==> src/rtl/ncl_dr_tx.sv <==
// Clocked-to-NCL dual-rail transmitter: alternates DATA/NULL wavefronts under the ki handshake.
// Optional watchdog enabled by defining NCL_TX_TIMEOUT_EN.
module ncl_dr_tx #(
    parameter int WIDTH   = 8,
    parameter int DEPTH   = 4,
    parameter int TIMEOUT = 1023
) (
    input  logic             clk,
    input  logic             rst_n,
    input  logic             in_valid,
    output logic             in_ready,
    input  logic [WIDTH-1:0] in_data,
    input  logic             ki,
    output logic [WIDTH-1:0] rail1,
    output logic [WIDTH-1:0] rail0,
    output logic             busy,
    output logic [15:0]      tx_count,
    output logic             timeout_err
);
    localparam int AW = $clog2(DEPTH);

    typedef enum logic [1:0] {S_IDLE, S_DATA, S_NULL} state_t;

    state_t           state, state_nxt;
    logic             ki_meta;
    logic             rdy_en;
    logic [AW:0]      wr_ptr, rd_ptr;
    logic [WIDTH-1:0] mem [DEPTH];
    logic             full, empty, push, pop, drop, done;

    // First synchronizer stage; the state and rail flops act as the second stage,
    // so the rails move on the same edge that a conventional ki_s would update.
    always_ff @(posedge clk or negedge rst_n) begin
        if (!rst_n) begin
            ki_meta <= 1'b0;
            rdy_en  <= 1'b0;
        end else begin
            ki_meta <= ki;
            rdy_en  <= 1'b1;
        end
    end

    assign empty    = (wr_ptr == rd_ptr);
    assign full     = (wr_ptr[AW] != rd_ptr[AW]) && (wr_ptr[AW-1:0] == rd_ptr[AW-1:0]);
    assign in_ready = rdy_en & ~full;
    assign push     = in_valid & in_ready;

    always_ff @(posedge clk) begin
        if (push) mem[wr_ptr[AW-1:0]] <= in_data;
    end

    always_ff @(posedge clk or negedge rst_n) begin
        if (!rst_n) begin
            wr_ptr <= '0;
            rd_ptr <= '0;
        end else begin
            if (push) wr_ptr <= wr_ptr + 1'b1;
            if (pop)  rd_ptr <= rd_ptr + 1'b1;
        end
    end

    always_ff @(posedge clk or negedge rst_n) begin
        if (!rst_n) state <= S_IDLE;
        else        state <= state_nxt;
    end

    always_comb begin
        state_nxt = state;
        case (state)
            S_IDLE:  if (!empty && ki_meta) state_nxt = S_DATA;
            S_DATA:  if (!ki_meta)          state_nxt = S_NULL;
            S_NULL:  if (ki_meta)           state_nxt = S_IDLE;
            default:                        state_nxt = S_IDLE;
        endcase
    end

    always_comb begin
        pop  = (state == S_IDLE) && (state_nxt == S_DATA);
        drop = (state == S_DATA) && (state_nxt == S_NULL);
        done = (state == S_NULL) && (state_nxt == S_IDLE);
    end

    // Rails come straight from flops; DATA is loaded from the FIFO head on the pop edge.
    always_ff @(posedge clk or negedge rst_n) begin
        if (!rst_n) begin
            rail1    <= '0;
            rail0    <= '0;
            tx_count <= '0;
        end else begin
            if (pop) begin
                rail1 <= mem[rd_ptr[AW-1:0]];
                rail0 <= ~mem[rd_ptr[AW-1:0]];
            end else if (drop) begin
                rail1 <= '0;
                rail0 <= '0;
            end
            if (done) tx_count <= tx_count + 16'd1;
        end
    end

    assign busy = !empty || (state != S_IDLE);

`ifdef NCL_TX_TIMEOUT_EN
    localparam int TW = $clog2(TIMEOUT + 1);
    logic [TW-1:0] wd_cnt;
    logic          wd_err;

    // Counts cycles spent waiting on ki; saturates and leaves the FSM untouched.
    always_ff @(posedge clk or negedge rst_n) begin
        if (!rst_n) begin
            wd_cnt <= '0;
            wd_err <= 1'b0;
        end else if (state_nxt != state) begin
            wd_cnt <= '0;
        end else if ((state != S_IDLE) && (wd_cnt != TW'(TIMEOUT))) begin
            wd_cnt <= wd_cnt + 1'b1;
            if (wd_cnt == TW'(TIMEOUT - 1)) wd_err <= 1'b1;
        end
    end

    assign timeout_err = wd_err;
`else
    logic unused_timeout;
    assign unused_timeout = |TIMEOUT;
    assign timeout_err    = 1'b0;
`endif

endmodule
==> config.mk <==
export PLATFORM = sky130hd
export DESIGN_NAME = ncl_dr_tx
export DESIGN_NICKNAME = d
export VERILOG_FILES = /design/src/rtl/ncl_dr_tx.sv
export SDC_FILE = /design/constraint.sdc
export NUM_CORES = 1
export LEC_CHECK = 0
export CAP_MARGIN = 10
export CORE_ASPECT_RATIO = 2
export CORE_MARGIN = 4
export CORE_UTILIZATION = 54
export DETAILED_ROUTE_END_ITERATION = 6
export GPL_TIMING_DRIVEN = 0
export PLACE_DENSITY = 0.79
export RECOVER_POWER = 25
export SKIP_LAST_GASP = 1
export SLEW_MARGIN = 5
export SYNTH_ARGS = -nofsm -noshare
export SYNTH_HDL_FRONTEND = slang
export SYNTH_SLANG_ARGS = --single-unit
==> constraint.sdc <==
create_clock -name clk -period 2.1 [get_ports clk]
set_input_delay 0.42 -clock clk [delete_from_list [all_inputs] [get_ports clk]]
set_output_delay 0.42 -clock clk [all_outputs]
set_load 0.02 [all_outputs]
* Yosys cells after proc, flatten, opt, wreduce, memory -nomap -nowiden
Memory sizes are Yosys's and may differ from the RTL's.
Index checks and enable logic that the tools add are counted.
** Cells by class
- Reduce and logical (&&, ||, !) cells :: 11
- Mux-type cells :: 9
- Eq/ne operators :: 7
- Bitwise operators :: 4
- Add/subtract/negate cells :: 3
** Operator list (number)
- 8-bit 2-to-1 mux :: 3
- 16-bit by 1-bit adder with 16-bit output, second input constant :: 1
- 8-bit NOT :: 1
- 3-bit by 1-bit adder with 3-bit output, second input constant :: 2
- 2-bit 2-to-1 mux :: 3
- 2-bit case mux with 3 select lines :: 1
- 1-bit logical AND :: 5
- 2-bit by 1-bit equality test with 1-bit output, second input constant :: 2
- 2-bit equality test, second input constant :: 2
- 2-bit zero test :: 2
- 2-bit nonzero test :: 2
- 3-bit equality test :: 1
- 1-bit bitwise AND :: 2
- 2-bit equality test :: 1
- 1-bit 2-to-1 mux :: 2
- 1-bit zero test :: 1
- 1-bit logical OR :: 1
- 1-bit inequality test :: 1
- 1-bit NOT :: 1
** Word-level totals
- Output and inout bits :: 35
- Memories kept :: 1
- Bits in writable memories :: 32
- Flip-flop bits (word level) :: 42
- Input port bits :: 12
** Memories
- mem :: depth 4, width 8, read ports 1, clocked after Yosys merged registers in 0, write ports 1, RTL line 28 : logic [WIDTH-1:0] mem [DEPTH];

* Depth between registers and ports, before layout
- Depth in word-level cells :: 9
- Depth in mapped cells :: 6
- Gate-level depth less buffers :: 5

* Least setup slack after synthesis
OpenSTA, ideal clock, no wires.
- Kind :: flip-flop to flip-flop
- Start point :: register rd_ptr[0]
- End point :: memory mem[3][0], enable pin
- Stages on the path, launching flop included :: 5
- Buffers on the path :: 1
- Data required time :: 1.761 ns
- Slack :: 0.425 ns
- Library setup time :: 0.339 ns
- Arrival time :: 1.336 ns
- Cells stage by stage :: dfrtp_1 -> buf_6 -> xnor2_2 -> a31oi_2 -> and2_1
** On the way
- Word-level cells in the longest chain between the ends :: 7
** RTL lines
- start, declared :: RTL line 27 : logic [AW:0] wr_ptr, rd_ptr;
- start signal, assigned :: RTL line 58 : if (pop) rd_ptr <= rd_ptr + 1'b1;
- 2-bit equality test :: RTL line 44 : assign full = (wr_ptr[AW] != rd_ptr[AW]) && (wr_ptr[AW-1:0] == rd_ptr[AW-1:0]);
- 1-bit logical AND :: RTL line 44
- 1-bit NOT :: RTL line 45 : assign in_ready = rdy_en & ~full;
- 1-bit bitwise AND :: RTL line 45
- 1-bit bitwise AND :: RTL line 46 : assign push = in_valid & in_ready;
- 1-bit 2-to-1 mux :: RTL line 49 : if (push) mem[wr_ptr[AW-1:0]] <= in_data;
- 1-bit 2-to-1 mux (implied by the code) :: RTL line 49
- end, declared :: RTL line 28
No other way between the ends.

* Worst setup path in the final report
- Start point :: register rd_ptr[1]
- End point :: output busy
** On the way
- Word-level cells in the longest chain between the ends :: 3
** RTL lines
- 3-bit equality test :: RTL line 43 : assign empty = (wr_ptr == rd_ptr);
- 1-bit zero test :: RTL line 101 : assign busy = !empty || (state != S_IDLE);
- 1-bit logical OR :: RTL line 101
- end, declared :: RTL line 16 : output logic busy,
No other way between the ends.

==> impl_metrics.yaml <==
clock_tree:
  clkLatencyLatePin_ns: 0.34
  cts_buffers: 9
  clkTransAtPathRegs_ns: 0.05
  cts_tree: "yes"
  cts_max_level: 3
  clockBufferDepth: 2
  cts.sinks: 74
  root_buffer: "clkbuf_16"
detailed_routing:
  drc: 0
  ant_nets: 0
  drt_iter0_drc: 75
  wl_mm: 5.911
  firstDrtPassIters: 4
  wl_per_cell_um: 17.39
  avgViaCountPerCell: 5.735
  vias: 1950
timing:
  finalWorstSetupSlack_ns: 0.03927
  finalSetupViolations: 0
  clock_skew_ns: 0.003971
  tns_ns: 0
  layout_min_cycle_time_ns: 2.061
  slew_viol_final: 0
  holdWs_ns: 0.4718
  relSlewSlack: 0.5295
  rsz0062_at_grt: "yes"
  post-route-period-util: 0.9813
  final-hold-violation-count: 0
  max_freq_mhz: 485.3
  worstMarginPinSlew_ns: 0.7058
yosys:
  synth_cell_type_count: 37
  synthTopCellsByArea: "dfrtp_1 (33%), edfxtp_1 (30%), mux4_1 (6.5%), xnor2_1 (3.3%), xor2_1 (2.7%)"
  synth_area_sq_mm: 0.003209
  synth-seq-area-share: 0.6269
  synth-seq-cells: 74
  ys.flop_type: "dfrtp_1"
  synth_edf_count: 32
  syn_inst: 214
  async_flop_share: 0.5676
  synth_area_per_cell_sq_um: 15.00
  synth_top_area_cell: "dfrtp_1"
  synth_fp_nets: 232
  synth_top_area_frac: 0.3275
  ys_warn_count: 0
  yosysMostFrequentCell: "dfrtp_1"
  synth_commonest_cells: "dfrtp_1 (42), edfxtp_1 (32), nand2_1 (13), xnor2_1 (12), xor2_1 (10)"
power_and_ir_drop:
  power_mw: 5.994
  ir_worst_vdd_uv: 911.2
  power.density_mw_per_mm2: 1467
  total_leakage_power_nw: 1.662
placed_design:
  placed_cells: 321
  dp_slack_ns: -0.1626
  dpl.hpwl_mm: 4.426
  placed_area_sq_mm: 0.003751
  io_buffer_count: 45
  place.gp.congestion: 0.7953
grt:
  antenna_found_initial: 0
  grt-ovfl-total: 0
  grt_max_degree: 32
  grtUsageTotal: 0.1818
  grt_pass1_vias: 2046
  grt_pass1_wl_mm: 9.811
final_layout:
  fin_cells: 340
  fin_nets: 293
  fillCellCount: 426
  area_growth_pct: 27.33
  drive_gt1_frac: 0.1290
  post-route-cell-area_sq_mm: 0.004086
  num_antenna_cells: 0
  fin_util: 0.7097
die:
  core_area_sq_mm: 0.005758
  die_area_sq_mm: 0.007315
  io_pins: 47
  die_x_um: 62.51
  die_y_um: 117.0
  rows: 39
  start_util: 0.5574
critical_path:
  worstPathRequired_ns: 1.68
  crit_chain: "buf_6 -> xnor2_4 -> and3_1 -> buf_6 -> nand2_1 -> clkbuf_2"
  critical_path.max_stage_delay_ns: 0.39
  worst_setup_path_start_kind: "flip-flop"
  critPathMostFrequentCell: "buf_6"
  critical_path_class: "reg2out"
  cp_data_arrival_time_ns: 1.64
  endpoint_kind: "output pin"
  critPathSlowestCell: "dfrtp_1"
  path_max_fanout: 10
job:
  cap_viol_max_count: 0
run_status:
  status: "finished, final reports clean"
hold_path:
  hp-class: "reg2reg"
[what timing repair did]
| item | 4_1_cts | 5_1_grt |
|---|---|---|
| hold buffers | 1 | 0 |
| setup buffers | 0 | 3 |
| pin swaps | 0 | 3 |
| gates cloned | 0 | 0 |
| endpoints found under the hold margin | 11 | 0 |
| resized for setup | 4 | 6 |
| endpoints found under the setup margin | 2 | 1 |
[cells in the final DEF, fill, tap and decap left out, types with 3 or more instances in the layout]
cell type,count
dfrtp_1,42
clkdlybuf4s50_1,33
edfxtp_1,32
nand2_1,13
xnor2_1,11
xor2_1,10
dlygate4sd3_1,10
clkbuf_16,9
mux4_1,8
o31ai_1,8
a22o_1,8
a22oi_1,8
o2bb2ai_1,8
nor2_1,6
nand4_1,6
ha_1,6
nand3_1,5
inv_1,4
buf_6,4
and2_1,4
buf_4,4
clkbuf_1,3
and3_1,3
[routing by layer]
layer	vias up	track usage	part of all wire
li1	931	-	-
met1	966	0.1647	0.35
met2	43	0.3424	0.58
met3	10	0.06495	0.041
met4	0	0.1077	0.023
met5	-	0	0
[path summary, 6_finish.rpt]
path	endpoint	cells past startpoint	startpoint	slack, ns
setup / recovery	busy	6	rd_ptr[1]$_DFFE_PN0P_	0.04
hold / removal	tx_count[15]$_DFFE_PN0P_	1	tx_count[15]$_DFFE_PN0P_	0.47
setup reg to reg	mem[3][7]$_DFFE_PP_	5	rd_ptr[0]$_DFFE_PN0P_	0.08
hold reg to reg	tx_count[15]$_DFFE_PN0P_	1	tx_count[15]$_DFFE_PN0P_	0.47
max in group asynchronous	rail1[7]$_DFFE_PN0P_	3	rst_n	0.86
min in group asynchronous	rd_ptr[0]$_DFFE_PN0P_	2	rst_n	0.65
[area by class of cell]
| cell class | instances | area (sq um) | share of cell area |
|---|---|---|---|
| plain buffers | 10 | 73.82 | 0.01806 |
| clock buffers | 9 | 225.2 | 0.05511 |
| clock inverters | 6 | 58.81 | 0.01439 |
| inverters | 4 | 15.01 | 0.003674 |
| multi-input cells | 126 | 1139 | 0.2786 |
| flip-flops and latches | 74 | 2012 | 0.4923 |
| well taps | 61 | 76.32 | 0.01868 |
| repair buffers | 50 | 486.7 | 0.1191 |
[registers in the layout (all words and copies together), names as in the netlist]
register and count:
wr_ptr 3, rail0 8, state 2, tx_count 16
mem 32, rd_ptr 3, ki_meta 1, rail1 8
rdy_en 1
[cell families (layout without fill, tap and decap cells)]
family / Yosys count / in the layout / share of synthesized area
adders and majority gates: 6 / 6 / 0.02339
xor gates and xnor gates: 24 / 24 / 0.07017
muxes: 10 / 10 / 0.07251
other: 2 / 2 / 0.002340
DFF: 74 / 74 / 0.6269
and+or+nand+nor: 46 / 46 / 0.07915
buffers and inverters: 14 / 79 / 0.02768
AOI/OAI and AO/OA: 38 / 38 / 0.09786
[report_power, final]
| group | internal, mW | switching (mW) | leakage, nW |
|---|---|---|---|
| clock network | 0.902 | 0.545 | 0.136 |
| registers | 1.85 | 0.302 | 0.834 |
| logic | 1.19 | 1.21 | 0.691 |
[critical path, delay by kind of cell (launching register included)]
kind | cells | cell delay, ns
flip-flops | 1 | 0.39
XOR/XNOR | 1 | 0.18
AND/OR/NAND/NOR | 2 | 0.27
buffers and inverters | 3 | 0.47
Power figures use the tool's default switching activity.
